<file path="src/rtl/tt_tdc_pulse_gen.sv">
// Start/stop edge generator for ring-oscillator TDC calibration: per measurement, start rises,
// stop follows D cycles later, both hold PULSE_W cycles, then a GAP_CYCLES idle gap; N times.
module tt_tdc_pulse_gen #(
  parameter int unsigned CNT_W      = 8,
  parameter int unsigned PULSE_W    = 2,
  parameter int unsigned GAP_CYCLES = 4
) (
  input  logic             clk,
  input  logic             rst_n,
  input  logic             cfg_valid,
  output logic             cfg_ready,
  input  logic [CNT_W-1:0] cfg_delay,
  input  logic [7:0]       cfg_count,
  input  logic             abort,
  output logic             start_o,
  output logic             stop_o,
  output logic             busy,
  output logic             done,
  output logic [7:0]       seq_cnt
);

  localparam int unsigned TMAX = (PULSE_W > GAP_CYCLES) ? PULSE_W : GAP_CYCLES;
  localparam int unsigned TW   = (TMAX > 1) ? $clog2(TMAX) : 1;

  localparam logic [TW-1:0] PULSE_LD = TW'(PULSE_W - 1);
  localparam logic [TW-1:0] GAP_LD   = TW'(GAP_CYCLES - 1);

  // LOAD is the single cycle between accept and the first start edge.
  typedef enum logic [2:0] {
    S_IDLE,
    S_LOAD,
    S_ARM,
    S_FIRE,
    S_GAP
  } state_e;

  state_e           state_q, state_d;
  logic [CNT_W-1:0] dcfg_q, dcfg_d;
  logic [CNT_W-1:0] dly_q, dly_d;
  logic [TW-1:0]    tmr_q, tmr_d;
  logic [7:0]       ncfg_q, ncfg_d;
  logic [7:0]       seq_q, seq_d;
  logic             start_q, start_d;
  logic             stop_q, stop_d;
  logic             busy_q, busy_d;
  logic             done_q, done_d;
  logic             begin_meas;

  assign cfg_ready = (state_q == S_IDLE) & ~abort;

  always_ff @(posedge clk or negedge rst_n) begin
    if (!rst_n) begin
      state_q <= S_IDLE;
      dcfg_q  <= '0;
      dly_q   <= '0;
      tmr_q   <= '0;
      ncfg_q  <= '0;
      seq_q   <= '0;
      start_q <= 1'b0;
      stop_q  <= 1'b0;
      busy_q  <= 1'b0;
      done_q  <= 1'b0;
    end else begin
      state_q <= state_d;
      dcfg_q  <= dcfg_d;
      dly_q   <= dly_d;
      tmr_q   <= tmr_d;
      ncfg_q  <= ncfg_d;
      seq_q   <= seq_d;
      start_q <= start_d;
      stop_q  <= stop_d;
      busy_q  <= busy_d;
      done_q  <= done_d;
    end
  end

  always_comb begin
    state_d    = state_q;
    dcfg_d     = dcfg_q;
    dly_d      = dly_q;
    tmr_d      = tmr_q;
    ncfg_d     = ncfg_q;
    seq_d      = seq_q;
    begin_meas = 1'b0;

    case (state_q)
      S_IDLE: begin
        if (cfg_valid && cfg_ready) begin
          state_d = S_LOAD;
          dcfg_d  = cfg_delay;
          ncfg_d  = (cfg_count == 8'd0) ? 8'd1 : cfg_count;
          seq_d   = '0;
        end
      end
      S_LOAD: begin
        begin_meas = 1'b1;
      end
      S_ARM: begin
        if (dly_q == '0) begin
          state_d = S_FIRE;
          tmr_d   = PULSE_LD;
        end else begin
          dly_d = dly_q - CNT_W'(1);
        end
      end
      S_FIRE: begin
        if (tmr_q == '0) begin
          state_d = S_GAP;
          tmr_d   = GAP_LD;
          seq_d   = (seq_q == 8'hFF) ? seq_q : seq_q + 8'd1;
        end else begin
          tmr_d = tmr_q - TW'(1);
        end
      end
      S_GAP: begin
        if (tmr_q == '0) begin
          if (seq_q == ncfg_q) begin
            state_d = S_IDLE;
          end else begin
            begin_meas = 1'b1;
          end
        end else begin
          tmr_d = tmr_q - TW'(1);
        end
      end
      default: state_d = S_IDLE;
    endcase

    // D=0 skips ARM so stop rises on the same edge as start.
    if (begin_meas) begin
      if (dcfg_q == '0) begin
        state_d = S_FIRE;
        tmr_d   = PULSE_LD;
      end else begin
        state_d = S_ARM;
        dly_d   = dcfg_q - CNT_W'(1);
      end
    end

    if (abort && (state_q != S_IDLE)) begin
      state_d = S_IDLE;
      seq_d   = seq_q;
    end
  end

  always_comb begin
    start_d = (state_d == S_ARM) || (state_d == S_FIRE);
    stop_d  = (state_d == S_FIRE);
    busy_d  = (state_d != S_IDLE);
    done_d  = (state_q == S_GAP) && (state_d == S_IDLE) && !abort;
  end

  assign start_o = start_q;
  assign stop_o  = stop_q;
  assign busy    = busy_q;
  assign done    = done_q;
  assign seq_cnt = seq_q;

endmodule

</file>
<file path="config.mk">
export PLATFORM = sky130hd
export DESIGN_NAME = tt_tdc_pulse_gen
export DESIGN_NICKNAME = d
export VERILOG_FILES = /design/src/rtl/tt_tdc_pulse_gen.sv
export SDC_FILE = /design/constraint.sdc
export NUM_CORES = 1
export LEC_CHECK = 0
export ABC_CLOCK_PERIOD_IN_PS = 4000
export BUFFER_PORTS_ARGS = -buffer_cell sky130_fd_sc_hd__buf_2
export CAP_MARGIN = 0
export CORE_AREA = 2 2 106 108
export DETAILED_ROUTE_END_ITERATION = 8
export DIE_AREA = 0 0 108 110
export GPL_TIMING_DRIVEN = 1
export SYNTH_ARGS = -nofsm -noshare
export SYNTH_HDL_FRONTEND = slang
export SYNTH_SLANG_ARGS = --single-unit
</file>
<file path="constraint.sdc">
create_clock -name clk -period 4 [get_ports clk]
set_clock_uncertainty 0.1 [all_clocks]
set_input_delay 0.6 -clock clk [delete_from_list [all_inputs] [get_ports clk]]
set_output_delay 0.6 -clock clk [all_outputs]
set_load 0.005 [all_outputs]
</file>
==> results of run 1 <==
-- layer usage --
metal,up-vias,GRT usage (%),routed length [um]
met5,-,0,0
met4,0,2.381,63
met3,6,2.175,185
met2,32,15.86,2418
met1,902,13.20,2539
li1,927,-,-
-- cells in the mapped netlist (4+ instances only) --
master	number	area, um^2
nand3_1	5	25.02
nand2_1	57	214.0
ha_1	8	100.1
xnor2_1	12	105.1
inv_1	9	33.78
mux2i_1	10	100.1
xor2_1	10	87.58
o21ai_1	4	20.02
nor2_1	18	67.56
nor4_1	7	43.79
a21oi_1	11	55.05
dfrtp_1	41	1026
-- power by group --
part           total, W  internal [W]  leakage [nW]  switching, W
registers      0.000754      0.000573         0.521      0.000181
logic          0.000730      0.000344         0.752      0.000387
clock network  0.000341      0.000203        0.0585      0.000138
-- placed cells by master (no fill, tap or decap), types with 2 or more instances in the layout --
master | synthesis | routed
mux2_2 | 2 | 2
nor3b_1 | 3 | 3
clkbuf_8 | 0 | 6
nor3_1 | 3 | 3
nand3_1 | 5 | 5
mux2_1 | 2 | 2
inv_1 | 9 | 9
nand2_1 | 57 | 57
and2_1 | 2 | 2
dfrtp_1 | 41 | 41
o21ai_1 | 4 | 4
nor3b_2 | 3 | 3
a21oi_1 | 11 | 11
a22o_1 | 2 | 2
nor4_2 | 3 | 3
a21boi_1 | 3 | 3
nor2_1 | 18 | 18
buf_2 | 3 | 32
xor2_1 | 10 | 10
o22ai_1 | 2 | 2
ha_1 | 8 | 8
nor4_1 | 7 | 7
nand2b_1 | 3 | 3
nor4b_2 | 3 | 3
mux2i_1 | 10 | 10
o21ai_0 | 2 | 2
xnor2_1 | 12 | 12
-- final cells by class --
cell class              instances  share of cell area, %
well taps                     140                  6.270
clock inverters                 1                  1.075
flip-flops and latches         41                  36.72
inverters                       9                  1.209
repair buffers                 32                  5.732
multi-input cells             194                  45.90
clock buffers                   7                  3.090
-- per-stage QoR --
step | hold WS [ns] | worst slack, ns | instance area [um^2]
after detailed placement | 0.3806 | 1.674 | 2678
after global placement | 0.3702 | 1.741 | 2678
after floorplan | 0.2044 | 2.189 | 2399
final | 0.3468 | 1.706 | 2794
after CTS | 0.3752 | 1.684 | 2794
after global routing | 0.4174 | 1.440 | 2794
-- flip-flops by register name, summed over array words and instances (netlist names), 2 cells and up --
name / count
seq_cnt: 8
dly_q: 8
ncfg_q: 8
tmr_q: 2
state_q: 3
dcfg_q: 8
-- worst reg2reg max path: cells and delay by family (launching register included) --
family          cells  cell delay, ns
flops               1            0.46
compound gates      3            1.14
xor+xnor            1            0.20
simple gates        1            0.34
-- kinds of logic after synthesis --
group           synth area share, %
flops                         42.78
mux                           6.051
simple gates                  25.67
compound gates                9.547
fa+ha+maj                     4.173
buf+inv                       3.755
xor+xnor                      8.033
-- worst paths after layout --
check,startpoint,to,slack (ns),cells past startpoint
worst max-delay path,seq_cnt[3]$_DFFE_PN0P_,state_q[0]$_DFF_PN0_,1.71,5
worst min-delay path,rst_n,dly_q[3]$_DFF_PN0_,0.35,1
worst max register to register,seq_cnt[3]$_DFFE_PN0P_,state_q[0]$_DFF_PN0_,1.71,5
worst min register to register,dcfg_q[0]$_DFFE_PN0P_,dly_q[0]$_DFF_PN0_,0.39,1
max in group asynchronous,rst_n,seq_cnt[5]$_DFFE_PN0P_,2.88,1
min in group clk,dcfg_q[0]$_DFFE_PN0P_,dly_q[0]$_DFF_PN0_,0.39,1
==> results by group, run 1 <==
Critical path
  • CP Capture Type: register
  • Max FO, Critical Path: 9
  • Max stage delay on crit path: 0.71 ns
  • Critical Path Start Type: register
  • CP Class: reg -> reg
  • Delay-heaviest family, CP: compound AO/OA/AOI/OAI gates
  • Worst Path Required: approximately 4.1 ns
  • Critical-path cell with the highest stage delay: o21ai_1
  • Crit-path cells: xor2_1, nor4_2, a21oi_2, o21ai_1, o311a_1
  • Critical path data arrival time: 2.42 ns
  • Buf/Inv on CP: 0

Pwr
  • Leak: 1.331 nW
  • Pwr/cell area: ~650 nW/um^2
  • Total chip power: 0.001825 W
  • Max rail drop VDD: 0.0002215 V

Floorplan
  • Row Count: 38
  • Die footprint: 11880 um^2
  • Die height: 110 um
  • Die Span X: 108 um
  • Initial Util: 22.42%
  • Core ar.: 10700 um^2
  • Io pins: 33

Logic synthesis
  • Sequential area share after synthesis: 42.78%
  • Synthesized area per cell: 9.518 um^2
  • Top FF cell, synth: dfrtp_1
  • Ys async rst share: 100.0%
  • Number of flops mapped to enable cells by yosys: 0
  • Yosys warns: 0
  • Mapped Nets: 280
  • Mapped Area: between 2000 and 2500 um^2
  • Synth cell types: 48
  • Cells after Synth: 252
  • Synth Register Bits: 41

Finish
  • Register area: 1026 um^2
  • Total inserted antenna cells: 0
  • Area Growth Syn to Fin: 16.48%
  • Footprint of the multi-input gates: between 1000 and 1500 um^2
  • Non-filler instance count after layout: 424
  • Layout cells sized above 1: around a fifth
  • Fillers: roughly 1100
  • Nets: 311
  • Final core occ: 26.12%

Clock tree
  • Clock sinks: 41
  • Htree depth: 2
  • TritonCTS clock tree: yes
  • Clock buffer count from CTS: 5
  • Cts hold-fix bufs: 0
  • Clock root cell: clkbuf_8
  • Post-CTS Resized: 0
  • Clock transition at the registers of the reported paths: about 0.080 ns
  • Max clock buf depth: 2
  • Post-CTS Setup Inserts: 0
  • Clock latency on the worst-skew pair: 0.29 ns

Routing
  • 1st-pass router iterations: 4
  • DRC violations left: 0
  • Total number of vias: 1867
  • Detailed Route WL: about 5200 um
  • Via density: about 4.4
  • ANT nets after route: 0
  • Drt wl/cell: 12.28 um
  • Drt first-iter violations: 91

Outcome
  • Status: finished, final reports clean

STA
  • Fmax: 435.9 MHz
  • Period utilization: between 50% and 60%
  • Setup violations, final: 0
  • Min Clock Period, post-route: 2.294 ns
  • Worst Max-Slew Pin Slew: 0.9261 ns
  • Fin. max-slew vios: 0
  • Setup TNS: 0 ns
  • Worst slew margin: 38.26%
  • Unrepaired setup endpoints after global routing: no
  • Final hold violation count: 0

Place
  • Detailed placement HPWL: slightly below 4000 um
  • Gpl congestion: ~0.79
  • Placed Cells: 416
  • # port buffers: 32

Global route
  • Global-route wire length before repair: 9266 um
  • All-layer global routing usage: 9.746%
  • Vias in the first global route: 1904
  • Grt total ovfl: 0
  • Pin count of the biggest net entering global routing: 42
  • Initial antenna violation count: 0

Worst hold path
  • Worst hold path class: in -> async

Flow run
  • Max cap viols: 0
No activity file was read; power rests on OpenSTA's default activity.
==> run 2: changes to the inputs <==
ABC_CLOCK_PERIOD_IN_PS = 2300   (was 4000)
clock period = 2.3 ns   (was 4 ns; I/O delays follow)
==> run 2 against run 1 <==
Net effect: critical path depth down 1; count of clock-buffer cells in the layout unchanged; routed wire length up 5.9%; non-clock buffer count up 7; first-iteration DRC count up 18%; via count up 1.1%; sequential power up 75%; power up 77%; setup slack worse by 1.5 ns; die area unchanged; final cell count up 1.7%; critical path type unchanged; largest cell class unchanged.
==> results by group, run 2 (synthesis results as in run 1) <==
Critical path
  • Crit-path cells: nor3b_2, a21boi_1, mux2_2, mux2i_1
  • Delay-heaviest family, CP: flip-flops
  • Max FO, Critical Path: 13 (+4)
  • Buf/Inv on CP: 0 (unchanged)
  • CP Class: reg -> reg
  • Max stage delay on crit path: 0.64 ns (-0.07 ns)
  • Worst reg2reg path depth: 4 (-1)
  • CP Capture Type: register
  • Worst Path Required: 2.42 ns (-1.71 ns)
  • Critical path data arrival time: 2.20 ns (-0.22 ns)
  • CP Depth: 4 (-1)
  • Critical-path cell with the highest stage delay: dfrtp_1
  • Critical Path Start Type: register

Global route
  • All-layer global routing usage: 10.09% (+0.35 points)
  • Global-route wire length before repair: 9397 um (+1.4%)
  • Grt total ovfl: 0 (unchanged)
  • Vias in the first global route: 1962 (+3.0%)
  • Pin count of the biggest net entering global routing: 42 (unchanged)
  • Initial antenna violation count: 0 (unchanged)

STA
  • Worst slew margin: 64.00% (+26 points)
  • Setup TNS: 0 ns (unchanged)
  • Final hold violation count: 0 (unchanged)
  • Min Clock Period, post-route: 2.080 ns (-0.2140 ns)
  • Setup violations, final: 0 (unchanged)
  • Unrepaired setup endpoints after global routing: no
  • Worst Max-Slew Pin Slew: 0.5400 ns (-0.3861 ns)
  • Period utilization: 90.43% (+33 points)
  • Fin. max-slew vios: 0 (unchanged)
  • Hold_ws: 0.0005840 ns (-0.3462 ns)
  • Fmax: 480.8 MHz (+10%)

Finish
  • Total inserted antenna cells: 0 (unchanged)
  • Commonest non-fill, non-tap cells in the layout: nand2_1, dfrtp_1, buf_2
  • Layout cells sized above 1: 21.31% (+1.9 points)
  • Most common cell after layout, fill and taps aside: nand2_1
  • Area Growth Syn to Fin: 18.68%
  • Nets: 318 (+2.3%)

Pwr
  • Pwr/cell area: 1133 nW/um^2 (+73%)
  • Max rail drop VDD: 0.0004522 V (+100%)
  • Logic gate share of total power: 40.2% (+0.2 points)
  • Leak: 1.365 nW (+2.5%)
  • Switching pwr: 0.001251 W (+77%)
  • Pint: 0.001973 W (+76%)
  • Clock share of power: 18.7% (about the same)
  • Sw frac: 38.80% (+0.17 points)
  • Sequential power share: 41.1% (-0.2 points)

Routing
  • Total number of vias: 1887 (+1.1%)
  • Via density: 4.378 (-0.57%)
  • ANT nets after route: 0 (unchanged)
  • Detailed Route WL: 5512 um (+5.9%)
  • DRC violations left: 0 (unchanged)
  • Drt wl/cell: 12.79 um (+4.1%)
  • Drt first-iter violations: 107 (+18%)
  • 1st-pass router iterations: 4 (unchanged)

Clock tree
  • Post-CTS Setup Inserts: 0 (unchanged)
  • Cts hold-fix bufs: 0 (unchanged)
  • Htree depth: 2 (unchanged)
  • Clock latency on the worst-skew pair: 0.30 ns (about the same)
  • Clock transition at the registers of the reported paths: 0.08 ns (about the same)
  • TritonCTS clock tree: yes
  • Clock sinks: 41 (unchanged)
  • Clock root cell: clkbuf_8
  • Post-CTS Resized: 0 (unchanged)
  • Clock buffer count from CTS: 5 (unchanged)
  • Max clock buf depth: 2 (unchanged)

Floorplan
  • Initial Util: 22.42% (unchanged)
  • Core ar.: 10700 um^2 (unchanged)
  • Die footprint: 11880 um^2 (unchanged)
  • Row Count: 38 (unchanged)
  • Die height: 110 um (unchanged)
  • Die Span X: 108 um (unchanged)
  • Io pins: 33 (unchanged)

Place
  • # port buffers: 32 (unchanged)
  • Gpl congestion: 0.8252 (+4.4%)
  • Detailed placement HPWL: 4183 um (+5.3%)

Flow run
  • Max cap viols: 0 (unchanged)

Worst hold path
  • Worst hold path class: in -> async

Outcome
  • Status: finished, final reports clean
run 2: changes by cell type in the layout (fill, tap and decap cells not counted):
cell / previous run / this run
buf_4: 0 / 7
run 2: final cells by class:
type	count	area, um^2
Inverter	9	33.78
Clock buffer	7	86.33
Clock inverter	1	30.03
Multi-Input combinational cell	194	1282
Timing Repair Buffer	39	212.7
Tap cell	140	175.2
Fill cell	1135	7851
Sequential cell	41	1026
run 2: per-stage QoR:
step / std cells / worst slack [ns] / util (%) / area (um^2) / power (W)
2_1_floorplan: 252 / 0.4887 / - / 2399 / 0.002302
3_3_place_gp: 423 / 0.3244 / 25.52 / 2730 / 0.002603
3_5_place_dp: 423 / 0.2343 / 25.52 / 2730 / 0.002656
4_1_cts: 431 / 0.2140 / 26.61 / 2846 / 0.003276
5_1_grt: 431 / 0.09848 / 26.61 / 2846 / 0.003506
6_report: 431 / 0.2201 / 26.61 / 2846 / 0.003225
run 2: power by group through the flow:
stage               registers (W)  clock network [W]  logic, W
floorplan                 0.00122                  0   0.00108
global placement          0.00132                  0   0.00128
detailed placement        0.00134                  0   0.00132
CTS                       0.00133           0.000622   0.00132
global route              0.00137           0.000644   0.00149
finish                    0.00132           0.000603   0.00130
run 2: final timing paths:
| path | from | end | slack (ns) |
|---|---|---|---|
| worst max-delay path | state_q[1]$_DFF_PN0_ | dly_q[1]$_DFF_PN0_ | 0.22 |
| worst min-delay path | rst_n | dly_q[4]$_DFF_PN0_ | 0.0006 |
| worst max register to register | state_q[1]$_DFF_PN0_ | dly_q[1]$_DFF_PN0_ | 0.22 |
| worst min register to register | dcfg_q[0]$_DFFE_PN0P_ | dly_q[0]$_DFF_PN0_ | 0.39 |
| max in group asynchronous | rst_n | start_o$_DFF_PN0_ | 1.71 |
| min in group clk | cfg_delay[4] | dcfg_q[4]$_DFFE_PN0P_ | 0.14 |
run 2: worst register-to-register path, stage by stage, from the launching register on:
cell and delay, ns:
dfrtp_1 0.64, nor3b_2 0.39, a21boi_1 0.35, mux2_2 0.37, mux2i_1 0.15
run 2: per-layer routing:
metal  GRT usage, %  vias to the layer above  part of all wire (%)
li1               -                      938                     -
met4          3.297                        0                   1.4
met2          17.16                       32                    48
met5              0                        -                     0
met3          1.940                        5                   3.3
met1          12.93                      912                    47
==> run 3: changes to the inputs <==
ABC_CLOCK_PERIOD_IN_PS = 2400   (was 2300)
clock period = 2.4 ns   (was 2.3 ns; I/O delays follow)
==> run 3 against run 2 <==
Net effect: utilization rose by 0.13 points; register-to-register slack improved by 0.14 ns; count of clock-buffer cells in the layout fell by 1; largest cell class unchanged; final cell count rose by 0.23%; setup slack improved by 0.14 ns.
==> results by group, run 3 (synthesis results as in run 1) <==
Global route
  • Initial antenna violation count: 0 (unchanged)
  • Global-route wire length before repair: 9556 um (+1.7%)
  • All-layer global routing usage: 10.15% (+0.057 points)
  • Pin count of the biggest net entering global routing: 19 (-55%)
  • Vias in the first global route: 2006 (+2.2%)
  • Grt total ovfl: 0 (unchanged)

Clock tree
  • Clock sinks: 41 (unchanged)
  • Post-CTS Resized: 0 (unchanged)
  • Post-CTS Setup Inserts: 0 (unchanged)
  • Htree depth: 2 (unchanged)
  • Clock transition at the registers of the reported paths: 0.09 ns (about the same)
  • Max clock buf depth: 2 (unchanged)
  • Clock latency on the worst-skew pair: 0.30 ns (about the same)
  • Cts hold-fix bufs: 1 (+1)
  • Clock buffer count from CTS: 5 (unchanged)
  • TritonCTS clock tree: yes
  • Clock root cell: clkbuf_8

STA
  • Setup violations, final: 0 (unchanged)
  • Setup TNS: 0 ns (unchanged)
  • Unrepaired setup endpoints after global routing: no
  • Fmax: 489.6 MHz (+1.8%)
  • Min Clock Period, post-route: 2.042 ns (-0.03755 ns)
  • Final hold violation count: 0 (unchanged)
  • Worst Max-Slew Pin Slew: 0.5194 ns (-0.02061 ns)
  • Period utilization: 85.10% (-5.3 points)
  • Setup ws final: 0.3577 ns (+0.1376 ns)
  • Worst slew margin: 65.38% (+1.4 points)
  • Fin. max-slew vios: 0 (unchanged)

Pwr
  • Pwr/cell area: 1085 nW/um^2 (-4.3%)
  • Total chip power: 0.003102 W (-3.8%)
  • Max rail drop VDD: 0.0005140 V (+14%)
  • Leak: 1.368 nW (+0.19%)

Routing
  • Drt wl/cell: 12.38 um (-3.2%)
  • Via density: 4.361 (-0.39%)
  • 1st-pass router iterations: 4 (unchanged)
  • DRC violations left: 0 (unchanged)
  • Total number of vias: 1884 (-0.16%)
  • Detailed Route WL: 5347 um (-3.0%)
  • ANT nets after route: 0 (unchanged)
  • Drt first-iter violations: 110 (+2.8%)

Finish
  • Total inserted antenna cells: 0 (unchanged)
  • Commonest non-fill, non-tap cells in the layout: nand2_1, dfrtp_1, buf_2
  • Final core occ: 26.74% (+0.13 points)
  • Fillers: 1148 (+1.1%)
  • Layout cells sized above 1: 21.58% (+0.27 points)
  • Footprint of the multi-input gates: 1282 um^2 (unchanged)
  • Non-filler instance count after layout: 432 (+0.23%)
  • Most common cell after layout, fill and taps aside: nand2_1
  • Register area: 1026 um^2 (unchanged)
  • Nets: 319 (+0.31%)
  • Area Growth Syn to Fin: 19.25%

Outcome
  • Status: finished, final reports clean

Floorplan
  • Io pins: 33 (unchanged)
  • Die Span X: 108 um (unchanged)
  • Core ar.: 10700 um^2 (unchanged)
  • Die footprint: 11880 um^2 (unchanged)
  • Initial Util: 22.42% (unchanged)
  • Die height: 110 um (unchanged)
  • Row Count: 38 (unchanged)

Critical path
  • Worst Path Required: 2.52 ns (+0.10 ns)
  • CP Class: reg -> reg
  • CP Capture Type: register
  • Critical path data arrival time: 2.16 ns (-0.04 ns)
  • Critical Path Start Type: register
  • Max FO, Critical Path: 13 (unchanged)

Place
  • Gpl congestion: 0.7856 (-4.8%)
  • # port buffers: 32 (unchanged)
  • Placement Setup Slack: 0.3692 ns (+0.1349 ns)
  • Placed Cells: 423 (unchanged)
  • Detailed placement HPWL: 4070 um (-2.7%)

Flow run
  • Max cap viols: 0 (unchanged)

Worst hold path
  • Worst hold path class: in -> reg
==> run 3: cell count changes in the layout (fill, tap and decap cells not counted), sizes merged <==
cell	delta
clkbuf	-1
dlygate4sd3	+1
clkinvlp	+1
==> run 3: worst paths after layout <==
kind / cells after the start / slack, ns / startpoint / endpoint
max: 4 / 0.36 / state_q[1]$_DFF_PN0_ / dly_q[1]$_DFF_PN0_
min: 3 / 0.15 / cfg_delay[3] / dcfg_q[3]$_DFFE_PN0P_
max reg2reg: 4 / 0.36 / state_q[1]$_DFF_PN0_ / dly_q[1]$_DFF_PN0_
min reg2reg: 2 / 0.40 / ncfg_q[3]$_DFFE_PN0P_ / ncfg_q[3]$_DFFE_PN0P_
max in group asynchronous: 3 / 1.22 / rst_n / ncfg_q[5]$_DFFE_PN0P_
min in group asynchronous: 2 / 0.42 / rst_n / dly_q[4]$_DFF_PN0_
==> run 3: critical path, stage by stage, from the launching register on <==
cell and delay, ns:
dfrtp_1 0.65, nor3b_2 0.38, a21boi_1 0.34, mux2_2 0.37, mux2i_1 0.12
==> run 3: layer usage <==
metal	routed length (um)	vias to the layer above	GRT usage (%)	part of all wire (%)
li1	-	942	-	-
met1	2529	903	13.02	47
met4	91	0	3.114	1.7
met5	0	-	0	0
met3	179	9	2.058	3.3
met2	2547	30	17.25	48
==> run 3: layout make-up <==
type | count | area share [%]
multi-input combinational | 194 | 44.84
sequential | 41 | 35.87
timing repair buffer | 40 | 7.787
tap | 140 | 6.124
clock buffer | 6 | 2.887
clock inverter | 2 | 1.312
inverter | 9 | 1.181
==> run 3: metrics by stage <==
stage | area (um^2) | hold slack, ns
2_1_floorplan | 2399 | -0.03559
3_3_place_gp | 2730 | 0.1851
3_5_place_dp | 2730 | 0.1848
4_1_cts | 2860 | 0.1525
5_1_grt | 2860 | 0.1733
6_report | 2860 | 0.1519
==> run 3: power by group <==
part | internal, W | switching [W]
registers | 0.000954 | 0.000306
logic | 0.000599 | 0.000648
clock network | 0.000339 | 0.000256
